===== src/rtl/mem_seq_pkg.sv =====
// rtl/mem_seq_pkg.sv - shared states and encodings for the MEM-stage byte sequencer
package mem_seq_pkg;
    typedef enum logic [1:0] {
        IDLE   = 2'd0,
        ACCESS = 2'd1,
        DONE   = 2'd2
    } state_t;

    localparam logic SIZE_BYTE      = 1'b0;
    localparam logic SIZE_WORD      = 1'b1;
    localparam logic RW_READ        = 1'b0;
    localparam logic RW_WRITE       = 1'b1;
    localparam int   BYTES_PER_WORD = 4;
endpackage


===== src/rtl/mem_lane_select.sv =====
// rtl/mem_lane_select.sv - big-endian byte lane steering for write data and read assembly
module mem_lane_select
    import mem_seq_pkg::*;
#(
    parameter int DATA_W = 32
) (
    input  logic [1:0]        cnt,
    input  logic              size,
    input  logic [DATA_W-1:0] di,
    input  logic [DATA_W-1:0] asm_q,
    input  logic [7:0]        rdata,
    output logic [7:0]        wbyte,
    output logic [DATA_W-1:0] asm_next
);
    logic [1:0] lane;
    logic [4:0] lsb;

    always_comb begin
        lane     = 2'd3 - cnt;
        lsb      = {lane, 3'b000};
        wbyte    = di[7:0];
        asm_next = {{(DATA_W-8){1'b0}}, rdata};
        // Word transfers walk from the MSB lane down: byte at the base address is bits 31:24.
        if (size == SIZE_WORD) begin
            wbyte              = di[lsb +: 8];
            asm_next           = asm_q;
            asm_next[lsb +: 8] = rdata;
        end
    end
endmodule


===== src/rtl/mem_byte_sequencer.sv =====
// rtl/mem_byte_sequencer.sv - executes byte/word MEM-stage requests one RAM byte per cycle
module mem_byte_sequencer
    import mem_seq_pkg::*;
#(
    parameter int ADDR_W = 8,
    parameter int DATA_W = 32
) (
    input  logic              clk,
    input  logic              R,
    input  logic              req,
    input  logic              rw,
    input  logic              size,
    input  logic [ADDR_W-1:0] addr,
    input  logic [DATA_W-1:0] di,
    output logic              busy,
    output logic              done,
    output logic              err,
    output logic [DATA_W-1:0] do_out,
    output logic              mem_en,
    output logic              mem_we,
    output logic [ADDR_W-1:0] mem_addr,
    output logic [7:0]        mem_wdata,
    input  logic [7:0]        mem_rdata
);
    state_t            state_q, state_d;
    logic [1:0]        cnt_q, last_q;
    logic              rw_q, size_q, err_q;
    logic [ADDR_W-1:0] addr_q;
    logic [DATA_W-1:0] di_q, asm_q, asm_next;
    logic [7:0]        wbyte;
    logic              misalign;

    assign misalign = (size == SIZE_WORD) && (addr[1:0] != 2'b00);

    mem_lane_select #(.DATA_W(DATA_W)) u_lane (
        .cnt      (cnt_q),
        .size     (size_q),
        .di       (di_q),
        .asm_q    (asm_q),
        .rdata    (mem_rdata),
        .wbyte    (wbyte),
        .asm_next (asm_next)
    );

    always_ff @(posedge clk or posedge R) begin
        if (R) begin
            state_q <= IDLE;
            cnt_q   <= 2'd0;
            last_q  <= 2'd0;
            rw_q    <= 1'b0;
            size_q  <= 1'b0;
            err_q   <= 1'b0;
            addr_q  <= '0;
            di_q    <= '0;
            asm_q   <= '0;
            do_out  <= '0;
        end else begin
            state_q <= state_d;
            case (state_q)
                IDLE: begin
                    if (req) begin
                        rw_q   <= rw;
                        size_q <= size;
                        addr_q <= addr;
                        di_q   <= di;
                        err_q  <= misalign;
                        cnt_q  <= 2'd0;
                        last_q <= (size == SIZE_WORD) ? 2'd3 : 2'd0;
                    end
                end
                ACCESS: begin
                    cnt_q <= cnt_q + 2'd1;
                    if (rw_q == RW_READ) begin
                        asm_q <= asm_next;
                        // Final byte merges straight into do_out on the edge that enters DONE.
                        if (cnt_q == last_q) begin
                            do_out <= asm_next;
                        end
                    end
                end
                default: ;
            endcase
        end
    end

    always_comb begin
        state_d = state_q;
        case (state_q)
            IDLE:    if (req) state_d = misalign ? DONE : ACCESS;
            ACCESS:  if (cnt_q == last_q) state_d = DONE;
            DONE:    state_d = IDLE;
            default: state_d = IDLE;
        endcase
    end

    always_comb begin
        busy      = (state_q != IDLE);
        mem_en    = (state_q == ACCESS);
        mem_we    = mem_en && (rw_q == RW_WRITE);
        mem_addr  = mem_en ? (addr_q + ADDR_W'(cnt_q)) : '0;
        mem_wdata = mem_en ? wbyte : 8'h00;
        done      = (state_q == DONE);
        err       = done && err_q;
    end
endmodule


===== config.mk =====
export PLATFORM = sky130hd
export DESIGN_NAME = mem_byte_sequencer
export DESIGN_NICKNAME = d
export VERILOG_FILES = /design/src/rtl/mem_seq_pkg.sv /design/src/rtl/mem_lane_select.sv /design/src/rtl/mem_byte_sequencer.sv
export SDC_FILE = /design/constraint.sdc
export NUM_CORES = 1
export LEC_CHECK = 0
export CAP_MARGIN = 20
export CORE_MARGIN = 2
export CORE_UTILIZATION = 58
export CTS_BUF_LIST = sky130_fd_sc_hd__clkbuf_2
export DETAILED_ROUTE_END_ITERATION = 7
export PLACE_DENSITY = 0.9
export SLEW_MARGIN = 20
export SYNTH_ARGS = -nofsm -noshare
export SYNTH_HDL_FRONTEND = slang
export SYNTH_HIERARCHICAL = 1
export SYNTH_SLANG_ARGS = --single-unit

===== constraint.sdc =====
create_clock -name clk -period 7.2 [get_ports clk]
set_input_delay 1.44 -clock clk [delete_from_list [all_inputs] [get_ports clk]]
set_output_delay 1.44 -clock clk [all_outputs]
set_load 0.005 [all_outputs]

==> results.tsv <==
stage	metric	value	unit
run_status	outcome	finished, final reports clean	
global_routing	global-route wire length before repair	19.9	mm
synth	Synth Register Bits	111	
synth	post-synthesis adder-cell area fraction	0.0196	
worst_hold_path	hold depth	2	
clocking	Sink Count	111	
floorplanning	Top Ports	106	
setup_path	CP top delay family	flip-flops	
synth	Synth area leader	dfrtp_1	
cells_and_area	multi-input logic area	2530	um^2
pwr	leakage power	3.14	nW
setup_path	WP buf/inv	2	
synth	Synth Flop Type	dfrtp_1	
pwr	worst vdd ir	0.000201	V
synth	share of the synthesized area in the top cell type	0.507	
drt	WL final	11.9	mm
synth	Synthesized Nets	572	
global_routing	GRT overflow	0	
clocking	hold buffers post-CTS	0	
synth	Compound-Gate Fraction of Synth Area	0.0942	
cells_and_area	share of layout cells above drive strength 1	0.160	
floorplanning	Starting Density	0.596	
clocking	Worst-path clk slew	0.31	ns
timing	Slew HR	0.264	
synth	fraction of registers with async set/reset	1.00	
drt	DR WL/cell	16.6	um
global_routing	vias in the first global route	4134	
timing	fin. max-slew vios	0	
setup_path	WP data required	5.76	ns
setup_path	Reg2Reg Setup Slack	4.30	ns
job	max-cap check violation count	0	
placement	GP Congestion	0.836	
synth	top-count cell post-synth	nand2_1	
synth	Post-synth EDFFs	0	
worst_hold_path	Worst Hold Class	register to register	
timing	Final Cycle Share	0.653	
drt	Routed Antenna Nets	0	
setup_path	worst-path fanout max	26	
floorplanning	Die X	101	um
timing	RSZ-0062 raised after global routing	no	
synth	Syn Area/Cell	10.7	um^2
clocking	total CTS buffers	9	
timing	f_max	213	MHz
synth	post-synth cell types	43	
clocking	Clock Tree Buf Depth	2	
synth	largest family of logic cells by synthesized area	simple AND/OR/NAND/NOR gates	
floorplanning	site row count	35	
clocking	CTS tree	built	
synth	multiplexer share of the synthesized area	0.170	
cells_and_area	Nets	663	
synth	Cells after Synth	511	
cells_and_area	synth-to-layout area growth	21.9	%
cells_and_area	FILL cells	667	
synth	synth top area cells	dfrtp_1 (51%), nand2_1 (8.6%), mux2_4 (8.2%), mux2_2 (7.2%), a2bb2oi_1 (2.6%)	
placement	area post-placement	6570	um^2
global_routing	overall global routing resource usage	0.246	
clocking	H-tree Lvls	3	
timing	Setup TNS	0	ns
setup_path	CP Launch Type	register	
global_routing	initial antenna violation count	0	
clocking	# resized after CTS	0	
cells_and_area	Seq. cell area	2780	um^2
pwr	Power, Total	2.55	mW
floorplanning	CORE AREA	9200	um^2
synth	Post-Synth XOR/XNOR Area	0.00319	
setup_path	Setup crit end kind	primary output	
clocking	Post CTS Setup Buffer Count	0	
drt	Pre-Repair DR Iteration Count	5	
clocking	worst skew pair latency	0.62	ns
setup_path	Worst path depth	5	
cells_and_area	# diodes	0	
global_routing	largest net degree at the start of global routing	64	
drt	Vias/cell	5.80	
setup_path	CP cell instances	fa_1 > inv_1 > or3_1 > a21oi_1 > clkdlybuf4s50_1	
clocking	Clock Tree Root	clkbuf_2	
floorplanning	die footprint	10200	um^2
synth	synthesized cell area	5480	um^2
placement	dpl hpwl	8.23	mm
pwr	PD cells	381	nW/um^2
drt	DR iter-0 viols	162	
drt	Via Count	4162	
synth	yosys synthesis warning count	6	
setup_path	Setup CP Type	register to primary output	
setup_path	slowest cell on the critical path	dfrtp_1	
setup_path	max incr delay on CP	1.15	ns
synth	top cells by count, synth	nand2_1 (125), dfrtp_1 (111), mux2_2 (35)	
timing	setup violators final	0	
timing	Least-Margin Pin Slew	1.10	ns
synth	Synth Area in Simple Gates	0.171	
cells_and_area	fin area	6680	um^2
timing	Setup Skew	0.0473	ns
timing	final hold viol count	0	
drt	residual DRC count	0	
setup_path	Worst EP arrival	3.26	ns
placement	port bufs	105	
synth	register area share after synthesis	0.507	
setup_path	Reg2Reg Depth	6	
floorplanning	chip height	101	um
timing	crit path time final	4.70	ns
==> logic make-up after synthesis <==
logic type	Yosys count
muxes	74
DFF	111
adders and majority gates	8
and+or+nand+nor	204
AOI/OAI and AO/OA	73
xor gates and xnor gates	2
buffers and inverters	39
==> final cells by class <==
| type | instances | share of cell area |
|---|---|---|
| Clock buffer | 9 | 0.00674 |
| Clock inverter | 7 | 0.0103 |
| Inverter | 10 | 0.00599 |
| Multi-Input combinational cell | 361 | 0.379 |
| Sequential cell | 111 | 0.416 |
| Tap cell | 111 | 0.0208 |
| Timing Repair Buffer | 109 | 0.162 |
==> tightest hold or removal path, delay by kind of cell (launching register included) <==
family / cells / cell delay [ns]
and+or+nand+nor: 2 / 0.10
DFF: 1 / 0.42
==> power breakdown <==
group	total (mW)	switching, mW	internal (mW)
Clock	0.283	0.224	0.0592
Sequential	1.06	0.198	0.857
Combinational	1.21	0.564	0.644
==> metrics by stage <==
stage	hold WS [ns]	utilization	worst slack (ns)	std cells
floorplan	0.442	-	2.83	511
global placement	0.457	0.714	3.27	702
detailed placement	0.463	0.714	3.21	702
CTS	0.522	0.727	2.45	718
global route	0.549	0.727	2.26	718
finish	0.520	0.727	2.50	718
==> routing by layer <==
layer / share of wire / vias to the layer above / track usage / wire length [um]
met5: 0 / - / 0 / 0
met4: 0.021 / 0 / 0.0977 / 255
met3: 0.068 / 24 / 0.0490 / 806
met2: 0.48 / 175 / 0.387 / 5740
met1: 0.43 / 2016 / 0.337 / 5090
li1: - / 1947 / - / -
==> sequential cells by signal, indices dropped and copies added (netlist names) <==
name	flops
asm_q	32
di_q	32
do_out	32
addr_q	8
cnt_q	2
state_q	2
err_q	1
last_q	1
rw_q	1
==> path summary, 6_finish.rpt <==
kind / start / end
hold / removal: di_q[14]$_DFFE_PP0P_ / di_q[14]$_DFFE_PP0P_
min in group asynchronous: R / do_out[5]$_DFFE_PP0P_
setup reg to reg: cnt_q[1]$_DFFE_PP0P_ / asm_q[19]$_DFFE_PP0P_
setup / recovery: cnt_q[1]$_DFFE_PP0P_ / mem_addr[6]
max in group asynchronous: R / do_out[15]$_DFFE_PP0P_
hold reg to reg: di_q[14]$_DFFE_PP0P_ / di_q[14]$_DFFE_PP0P_
==> cell usage in the layout, fill, tap and decap left out, types with 9 or more instances in the layout <==
cell type	n
clkdlybuf4s50_1	105
a2bb2oi_1	16
mux2i_1	9
clkbuf_2	9
nand3_1	11
a21oi_1	13
a22o_1	9
dfrtp_1	111
mux2_2	35
nand2_1	125
nand4_1	9
and2_1	12
nor2_1	21
mux2_4	30
nand2b_1	10
Note: power is estimated with default switching activity, not from simulation.
